File: src/rtl/free_list.sv
// Circular free list of physical register indices feeding rename.
// Allocates up to SS registers per cycle, reclaims committed old mappings, rewinds to the retire head on flush.
module free_list #(
    parameter int unsigned SS     = 2,
    parameter int unsigned PREG_W = 6,
    parameter int unsigned DEPTH  = 32
) (
    input  logic                      clk,
    input  logic                      rst,
    input  logic [SS-1:0]             alloc_req,
    input  logic                      alloc_fire,
    output logic                      alloc_ready,
    output logic [SS-1:0][PREG_W-1:0] alloc_preg,
    input  logic [SS-1:0]             commit_valid,
    input  logic [SS-1:0][PREG_W-1:0] commit_old_preg,
    input  logic                      flush,
    output logic [$clog2(DEPTH):0]    count
);
    localparam int unsigned IDX_W = $clog2(DEPTH);
    localparam int unsigned PTR_W = IDX_W + 1;

    logic [PREG_W-1:0] mem_q [DEPTH];
    logic [PTR_W-1:0]  head_q, head_d;
    logic [PTR_W-1:0]  tail_q, tail_d;
    logic [PTR_W-1:0]  rhead_q, rhead_d;
    logic [PTR_W-1:0]  alloc_cnt;
    logic [PTR_W-1:0]  free_cnt;
    logic [IDX_W-1:0]  rd_idx [SS];
    logic [IDX_W-1:0]  wr_idx [SS];

    // Lanes are packed: each lane's offset is the number of active lanes below it.
    always_comb begin
        alloc_cnt = '0;
        free_cnt  = '0;
        for (int unsigned i = 0; i < SS; i++) begin
            rd_idx[i] = IDX_W'(head_q + alloc_cnt);
            wr_idx[i] = IDX_W'(tail_q + free_cnt);
            alloc_cnt = alloc_cnt + PTR_W'(alloc_req[i]);
            free_cnt  = free_cnt + PTR_W'(commit_valid[i]);
        end
    end

    always_comb begin
        for (int unsigned i = 0; i < SS; i++) begin
            alloc_preg[i] = mem_q[rd_idx[i]];
        end
    end

    assign count       = tail_q - head_q;
    assign alloc_ready = (count >= alloc_cnt);

    // Flush rewinds head to the post-commit retire head, dropping any same-cycle allocation.
    always_comb begin
        tail_d  = tail_q + free_cnt;
        rhead_d = rhead_q + free_cnt;
        head_d  = head_q;
        if (flush) begin
            head_d = rhead_d;
        end else if (alloc_fire && alloc_ready) begin
            head_d = head_q + alloc_cnt;
        end
    end

    always_ff @(posedge clk) begin
        if (rst) begin
            head_q  <= '0;
            rhead_q <= '0;
            tail_q  <= PTR_W'(DEPTH);
        end else begin
            head_q  <= head_d;
            rhead_q <= rhead_d;
            tail_q  <= tail_d;
        end
    end

    always_ff @(posedge clk) begin
        if (rst) begin
            for (int unsigned i = 0; i < DEPTH; i++) begin
                mem_q[i] <= PREG_W'(DEPTH + i);
            end
        end else begin
            for (int unsigned i = 0; i < SS; i++) begin
                if (commit_valid[i]) begin
                    mem_q[wr_idx[i]] <= commit_old_preg[i];
                end
            end
        end
    end

`ifndef SYNTHESIS
    always_ff @(posedge clk) begin
        if (!rst) begin
            assert (count <= PTR_W'(DEPTH))
                else $error("free_list: count %0d exceeds DEPTH", count);
            assert ((head_q - rhead_q) <= PTR_W'(DEPTH))
                else $error("free_list: retire head passed allocation head");
            assert (!(alloc_fire && !alloc_ready))
                else $error("free_list: alloc_fire while not ready");
            for (int unsigned i = 0; i < SS; i++) begin
                assert (!(commit_valid[i] && commit_old_preg[i] == '0))
                    else $error("free_list: freeing p0 on lane %0d", i);
            end
        end
    end
`endif

endmodule

File: config.mk
export PLATFORM = sky130hd
export DESIGN_NAME = free_list
export DESIGN_NICKNAME = d
export VERILOG_FILES = /design/src/rtl/free_list.sv
export SDC_FILE = /design/constraint.sdc
export NUM_CORES = 1
export LEC_CHECK = 0
export CAP_MARGIN = 5
export CORE_MARGIN = 10
export CORE_UTILIZATION = 54
export CTS_BUF_LIST = sky130_fd_sc_hd__clkbuf_4
export DETAILED_ROUTE_END_ITERATION = 16
export HOLD_SLACK_MARGIN = 0.15
export PLACE_DENSITY_LB_ADDON = 0.1
export REMOVE_ABC_BUFFERS = 1
export SETUP_SLACK_MARGIN = 0.02
export SLEW_MARGIN = 20
export SYNTH_ARGS = -nofsm -noshare
export SYNTH_HDL_FRONTEND = slang
export SYNTH_SLANG_ARGS = --single-unit
File: constraint.sdc
create_clock -name clk -period 4.45 [get_ports clk]
set_input_delay 1.1125 -clock clk [delete_from_list [all_inputs] [get_ports clk]]
set_output_delay 1.1125 -clock clk [all_outputs]
set_load 0.02 [all_outputs]
==> results of run 1 <==
-- worst paths after layout --
kind | startpoint | end | slack (ns) | depth (start not counted)
hold / removal | rhead_q[5]$_SDFF_PP0_ | rhead_q[5]$_SDFF_PP0_ | 0.52 | 2
hold reg to reg | rhead_q[5]$_SDFF_PP0_ | rhead_q[5]$_SDFF_PP0_ | 0.52 | 2
setup reg to reg | tail_q[0]$_SDFF_PP0_ | flip-flop | 1.30 | 11
setup / recovery | alloc_req[0] | alloc_preg[10] | 0.02 | 9
-- sequential cells by signal, summed over array words and instances, names as in the netlist, named ones only --
register / cells
head_q: 6
rhead_q: 6
mem_q: 192
tail_q: 6
-- logic make-up after synthesis --
family                   after synthesis  synth area share [%]
AO/OA/AOI/OAI                        236                 10.43
XOR/XNOR                              17                 1.225
adder cells (fa/ha/maj)               23                 2.375
buffers and inverters                130                 3.759
flip-flops                           215                 46.53
multiplexers                         133                 21.28
AND/OR/NAND/NOR                      423                 14.40
-- layer usage --
layer  up-vias  wire length (um)
li1       4753                 -
met1      5370             18120
met2      1005             20780
met3       132              7757
met4         2              1834
met5         -                72
-- power groups by stage --
stage | registers (W) | clock network (W) | logic [W]
finish | 0.00235 | 0.00174 | 0.00156
global route | 0.00235 | 0.00185 | 0.00164
CTS | 0.00234 | 0.00175 | 0.00156
detailed placement | 0.00239 | 0 | 0.00142
global placement | 0.00239 | 0 | 0.00140
floorplan | 0.00239 | 0 | 0.000815
-- what timing repair did --
item,CTS,global route
setup buffers,14,1
endpoints found under the setup margin,14,13
gates cloned,3,1
pin swaps,2,1
gates resized for setup,59,12
hold buffers,0,0
-- worst max-delay path, cell delays in order --
cell	delay [ns]
buf_8	0.11
ha_4	0.32
buf_12	0.12
buf_12	0.11
buf_8	0.10
mux4_2	0.48
mux4_2	0.52
mux2_4	0.29
buf_6	0.13
-- synth_stat cells (all sizes together) (6+ instances only) --
library cell  number  share of area [%]
mux4             120                 20
dfxtp             23                3.4
ha                19                1.8
nand3             64                2.4
inv               23               0.65
clkbuf            81                2.3
mux2              12                1.0
edfxtp           192                 43
or3b               9               0.59
a31oi             50                2.3
nor2b             14               0.65
xor2               7               0.57
nor3              47                1.8
xnor2             10               0.65
clkinv             6               0.17
nand2b            10               0.47
buf               20               0.67
or3                8               0.37
nand2             87                2.4
o21ai             63                2.4
nand3b             6               0.34
a21oi             77                2.9
o31ai             24                1.3
nor2             161                4.5
-- area by class of cell --
type                            instances  area, um^2  area share, %
Antenna cell                            1       2.502        0.01611
Clock buffer                           85       638.1          4.107
Clock inverter                         20       90.09         0.5798
Inverter                               29       108.9         0.7006
Multi-Input combinational cell        832        6708          43.17
Sequential cell                       215        6235          40.13
Tap cell                              324       405.4          2.609
Timing Repair Buffer                  134        1349          8.682
-- per-stage QoR --
stage / std cells / cell area, um^2 / utilization, %
finish: 1640 / 15540 / 63.88
floorplan: 1076 / 12990 / -
CTS: 1640 / 15530 / 63.88
global route: 1640 / 15540 / 63.88
global placement: 1518 / 14510 / 59.66
detailed placement: 1518 / 14510 / 59.66
-- cells in the final DEF (no fill, tap or decap), types with 20 or more instances in the layout --
master           count
nor3_1              46
o31ai_1             24
a31oi_1             50
edfxtp_1           192
a21oi_1             75
nand2_1             87
clkbuf_4            85
buf_4               75
o21ai_0             62
nor2_1             161
nand3_1             64
clkdlybuf4s50_1     24
clkinv_1            20
inv_1               23
mux4_2             120
==> metrics.txt, run 1 <==
first-pass GRT wire length 70410 um; initial core utilization 55.02%; final hold viol count 0; Synth Flop Type edfxtp_1; largest net degree at the start of global routing 49; Hold WC Path Type reg2reg; Crit Path Class in2out; Core Region 24320 um^2; status finished, final reports clean; RSZ-0062 raised after global routing yes; overall power 0.005650 W; clock transition at the registers of the reported paths 0.06 ns; Final WS setup 0.01666 ns; Flop pwr share 41.5%; Die ar. 31480 um^2; I/O pins 39; switching portion of total power 30.90%; initial antenna violation count 1; Yosys Warn Count 0; Final nets 1314; grt met3 use 9.201%; total CTS buffers 59; slew margin rel. 33.56%; share of cells above drive strength 1 27.00%; Int Power 0.003904 W; sequential share of the synthesized area 46.53%; maximum level of the CTS H-tree 2; PD cells 363.6 nW/um^2; Post-Synthesis Cells 1177; via count 11262; Overflow after GRT 0; Final GP Congestion 0.9796; WP data required 3.34 ns; Initial DRC Count 1855; Die Ht 177.4 um; clock sinks 215; Rows 57; Routed WL 48570 um; Bufs on Longest Clock Path 3; Clock Root Buffer clkbuf_4; setup TNS 0 ns; VDD IR max 0.0002391 V; Layout area overhead 16.10%; Clk pwr share 30.9%; GRT Util Overall 30.73%; pre-CTS WS -0.8483 ns; final slew viol count 0; syn avg cell area 11.37 um^2; M2 GR Usage 44.61%; Buffers on Ports 38; maxcap violations 0; busiest grt layer met2; cell area after synthesis 13380 um^2; CP Capture Type output port; Final min period 4.433 ns; Clock Latency Late Sink 0.74 ns; Final Cycle Share 99.63%; die width 177.4 um; drt drc 0; wire length per cell 29.61 um; Gate power share 27.6%; Post-synth EDFFs 192; CP Launch Type input port; Via density 6.867; clk_skew 0.04161 ns; NetSw 0.001746 W; worst-path fanout max 6; post-synthesis sequential element count 215; Leakage 4.961 nW; CTS tree done; final setup vio count 0; vias in the first global route 10489; Synth cell types 52; GRT met1 Usage 42.84%; Hold WS 0.5218 ns; fillcell total 1958; TritonRoute pass-1 iters 6; Least-Margin Pin Slew 0.9904 ns; HPWL after DPL 34830 um; Detail Route Antenna Nets 0; FFs w/ async S/R, synth 0%; fmax 0.2256 GHz; Arr. time, crit path 3.32 ns
No activity file was read; power rests on OpenSTA's default activity.
==> run 2, diff against run 1 <==
- CTS_CLUSTER_DIAMETER: default -> 50
- clock period: 4.45 -> 5.14 ns (I/O delays scaled with it)
==> run 2 against run 1 <==
  * Core utilization down 2.2 points
  * Cell area down 3.5%
  * Clock power down 12%
  * First-iteration DRC count rose by 8.9%
  * Cell count shrank 2.9%
  * Via count decreased by 3.5%
  * Combinational power fell by 24%
  * Highest routed layer is now met4
==> metrics.txt, run 2 (same netlist as run 1, synthesis figures left out) <==
Crit Path Class in2out; worst-path fanout max 7; maxcap violations 0; Clock Latency Late Sink 0.72 ns; pre-CTS WS -0.5117 ns; commonest non-fill, non-tap cell in the layout edfxtp_1; Bufs on Longest Clock Path 3; Hold WC Path Type reg2reg; Die Ht 177.4 um; largest net degree at the start of global routing 49; fmax 0.1978 GHz; final hold viol count 0; Largest Register mem_q; max reg flops 192; I/O pins 39; Overflow after GRT 0; die width 177.4 um; slew margin rel. 32.06%; final slew viol count 0; Final min period 5.057 ns; first-pass GRT wire length 66630 um; Initial DRC Count 2021; clk_skew 0.03384 ns; CP Launch Type input port; clock sinks 215; most frequent cells in the layout 192 x edfxtp_1, 161 x nor2_1, 120 x mux4_2; initial antenna violation count 2; VDD IR max 0.0001814 V; Layout area overhead 12.05%; HPWL after DPL 33120 um; Final Cycle Share 98.38%; final setup vio count 0; Die ar. 31480 um^2; CP Capture Type output port; Final GP Congestion 0.9858; Routed WL 46400 um; Final WS setup 0.08335 ns; total CTS buffers 56; TritonRoute pass-1 iters 5; Via density 6.827; CTS tree done; CTS Hold Buffers Added 0; PD cells 317.8 nW/um^2; GRT Util Overall 29.23%; overall power 0.004765 W; fillcell total 1901; drt drc 0; wire length per cell 29.15 um; initial core utilization 55.02%; Detail Route Antenna Nets 0; Final nets 1266; WP data required 3.86 ns; Arr. time, crit path 3.77 ns; Rows 57; share of cells above drive strength 1 24.55%; Core Region 24320 um^2; RSZ-0062 raised after global routing no; clock transition at the registers of the reported paths 0.07 ns; status finished, final reports clean; Least-Margin Pin Slew 1.018 ns; Buffers on Ports 38; Leakage 4.622 nW; Clock Root Buffer clkbuf_4; via count 10868; vias in the first global route 9956; maximum level of the CTS H-tree 2
## run 2: cell count changes in the layout (fill, tap and decap cells not counted), moves of 3 or more
cell and delta:
buf_6 -10, dfxtp_2 -3, mux2_2 +6, clkinv_1 -8, clkdlybuf4s15_2 +3, clkdlybuf4s50_1 +6
mux2_4 -6, buf_12 -5, dfxtp_1 +3, clkbuf_4 +6, dlymetal6s2s_1 -5, buf_4 -31
buf_8 -3
## run 2: repair_timing
item,4_1_cts,5_1_grt
gates cloned,0,0
setup endpoints to repair,6,3
pin swaps,1,1
gates resized for setup,18,2
buffers inserted,1,2
## run 2: area by class of cell
class,instances,area [um^2],area share (%)
antenna,1,2.502,0.01669
clock buffer,91,683.2,4.556
clock inverter,11,55.05,0.3672
inverter,29,108.9,0.7260
multi-input combinational,832,6680,44.55
sequential,215,6231,41.56
tap,324,405.4,2.704
timing repair buffer,89,828.3,5.524
## run 2: worst max-delay path, stage by stage
cell and delay (ns):
clkdlybuf4s15_2 0.25, ha_4 0.37, buf_4 0.15, buf_12 0.12
mux4_2 0.50, mux4_2 0.52, mux2_2 0.31, clkdlybuf4s15_2 0.26
## run 2: worst paths after layout
| check | startpoint | to | slack [ns] | depth (start not counted) |
|---|---|---|---|---|
| setup / recovery | alloc_req[0] | alloc_preg[8] | 0.08 | 8 |
| hold / removal | rhead_q[5]$_SDFF_PP0_ | rhead_q[5]$_SDFF_PP0_ | 0.52 | 2 |
| setup reg to reg | tail_q[1]$_SDFF_PP0_ | flip-flop | 1.86 | 10 |
| hold reg to reg | rhead_q[5]$_SDFF_PP0_ | rhead_q[5]$_SDFF_PP0_ | 0.52 | 2 |
## run 2: stage by stage
| step | hold WS, ns | std cells | area [um^2] | TNS [ns] | util, % |
|---|---|---|---|---|---|
| finish | 0.5175 | 1592 | 14990 | 0 | 61.66 |
| floorplan | 0.4727 | 1076 | 12990 | -4.557 | - |
| global route | 0.5522 | 1592 | 14990 | 0 | 61.66 |
| detailed placement | 0.5035 | 1486 | 14240 | -2.963 | 58.54 |
| global placement | 0.4899 | 1486 | 14240 | -2.872 | 58.54 |
| CTS | 0.5200 | 1589 | 14990 | 0 | 61.64 |
## run 2: routing by layer
| layer | GRT usage [%] | up-vias | share of wire (%) |
|---|---|---|---|
| met5 | 0 | - | 0 |
| met4 | 9.969 | 0 | 3.5 |
| met3 | 10.62 | 108 | 17 |
| met2 | 41.88 | 937 | 42 |
| met1 | 40.40 | 5178 | 37 |
| li1 | - | 4645 | - |
## run 2: report_power, final
| part | internal (W) | switching (W) | total (W) |
|---|---|---|---|
| clock network | 0.000800 | 0.000734 | 0.00153 |
| logic | 0.000550 | 0.000635 | 0.00119 |
| registers | 0.00196 | 0.0000840 | 0.00205 |
| total | 0.00331 | 0.00145 | 0.00476 |
==> run 3, diff against run 2 <==
- CTS_CLUSTER_SIZE: default -> 25
==> run 3 against run 2 <==
  * Sequential cell count stayed put
  * First-iteration DRC count is 3.3% lower
  * Combinational power hardly changed
  * Cell area is 2.1% lower
  * Setup slack worse by 0.017 ns
  * Non-clock buffer count is 2 lower
  * Die area stayed put
  * Register-to-register slack hardly changed
  * Critical path depth stayed put
  * Hold slack better by 0.0085 ns
  * Sequential power hardly changed
  * Clock power is 24% lower
  * Critical endpoint is now alloc_preg[6]
==> metrics.txt, run 3 (same netlist as run 1, synthesis figures left out) <==
crit-path cells clkdlybuf4s15_2, ha_4, buf_4, buf_12, mux4_2, mux4_2, mux2_2, clkdlybuf4s15_2; multi-input logic area 6680 um^2; WP data required 3.86 ns; worst-path fanout max 7; Initial DRC Count 1955; CTS tree done; wire length per cell 30.07 um; Largest Register mem_q; Leakage 4.395 nW; PD cells 299.7 nW/um^2; TritonRoute pass-1 iters 7; final setup vio count 0; Final nets 1233; Die Ht 177.4 um; initial core utilization 55.02%; drt drc 0; Rows 57; Die ar. 31480 um^2; Detail Route Antenna Nets 0; CP Capture Type output port; Clock Latency Late Sink 0.73 ns; clock transition at the registers of the reported paths 0.11 ns; total CTS buffers 25; RSZ-0062 raised after global routing no; register area 6231 um^2; maximum level of the CTS H-tree 1; Buffers on Ports 38; Worst Path Buf+Inv 4; HPWL after DPL 33120 um; max reg flops 192; maxcap violations 0; design area 14680 um^2; Overflow after GRT 0; Clock Root Buffer clkbuf_4; vias in the first global route 9794; Hold WC Path Type reg2reg; status finished, final reports clean; Core Util, Final 60.37%; CP Launch Type input port; Crit Path Class in2out; hold depth 2; commonest non-fill, non-tap cell in the layout edfxtp_1; slew margin rel. 31.71%; initial antenna violation count 3; via count 10607; placed cells 1486; I/O pins 39; final slew viol count 0; Via density 6.924; die width 177.4 um; Layout area overhead 9.715%; final hold viol count 0; Register-to-Register Path Depth 10; Final Cycle Share 98.72%; Bufs on Longest Clock Path 3; Final GP Congestion 0.9858; Arr. time, crit path 3.79 ns; slowest CP cell mux4_2; slowest stage delay, CP 0.51 ns; CP top delay family multiplexers; Finished Layout Cells 1532; Least-Margin Pin Slew 1.023 ns; clock sinks 215; first-pass GRT wire length 66080 um; clk_skew 0.04652 ns; cell count along the critical path 8; share of cells above drive strength 1 21.21%; Routed WL 46070 um; Cell Area, Placed 14240 um^2; fmax 0.1971 GHz; most frequent cells in the layout 192 x edfxtp_1, 161 x nor2_1, 120 x mux4_2; fillcell total 1934; VDD IR max 0.0002236 V; GRT Util Overall 28.93%; Final min period 5.074 ns; Core Region 24320 um^2; overall power 0.004401 W; largest net degree at the start of global routing 49
-- run 3: layout make-up --
class | instances | share of cell area, %
well taps | 324 | 2.761
flip-flops and latches | 215 | 42.44
inverters | 29 | 0.7414
multi-input cells | 832 | 45.50
clock inverters | 18 | 1.585
clock buffers | 26 | 1.329
repair buffers | 87 | 5.625
diodes | 1 | 0.01704
-- run 3: worst paths after layout --
path | from | to | slack (ns)
max | alloc_req[0] | alloc_preg[6] | 0.07
min | rhead_q[5]$_SDFF_PP0_ | rhead_q[5]$_SDFF_PP0_ | 0.53
max reg2reg | tail_q[1]$_SDFF_PP0_ | flip-flop | 1.87
min reg2reg | rhead_q[5]$_SDFF_PP0_ | rhead_q[5]$_SDFF_PP0_ | 0.53
-- run 3: worst reg2reg max path: stages, from the launching register on --
cell and delay (ns):
dfxtp_1 0.58, inv_1 0.26, fa_1 0.48, nand2b_1 0.17, a21oi_2 0.13, xor2_1 0.27
nor3_2 0.09, buf_4 0.16, a21boi_4 0.22, or4b_1 0.48, a222oi_1 0.34
-- run 3: power by group --
part / switching, W / total (W) / leakage [nW] / internal, W
sequential: 0.0000845 / 0.00204 / 1.79 / 0.00196
combinational: 0.000634 / 0.00118 / 2.38 / 0.000551
clock: 0.000686 / 0.00117 / 0.229 / 0.000486
total: 0.00140 / 0.00440 / 4.40 / 0.00300
-- run 3: metrics by stage --
stage                     worst slack (ns)  setup TNS [ns]  hold slack, ns
final                              0.06599               0          0.5260
after floorplan                    -0.7595          -4.557          0.4727
after global routing               0.02689               0          0.5655
after CTS                          0.08671               0          0.5313
after detailed placement           -0.5117          -2.963          0.5035
after global placement             -0.5021          -2.872          0.4899
-- run 3: what timing repair did --
item,4_1_cts,5_1_grt
hold buffers,0,0
setup buffers,1,0
setup endpoints to repair,6,0
resized for setup,18,0
-- run 3: layer usage --
layer / GRT usage, % / part of all wire (%) / up-vias
li1: - / - / 4552
met1: 40.37 / 37 / 5089
met2: 41.67 / 43 / 868
met3: 9.839 / 17 / 96
met4: 9.482 / 3.4 / 2
met5: 0 / 0.041 / -
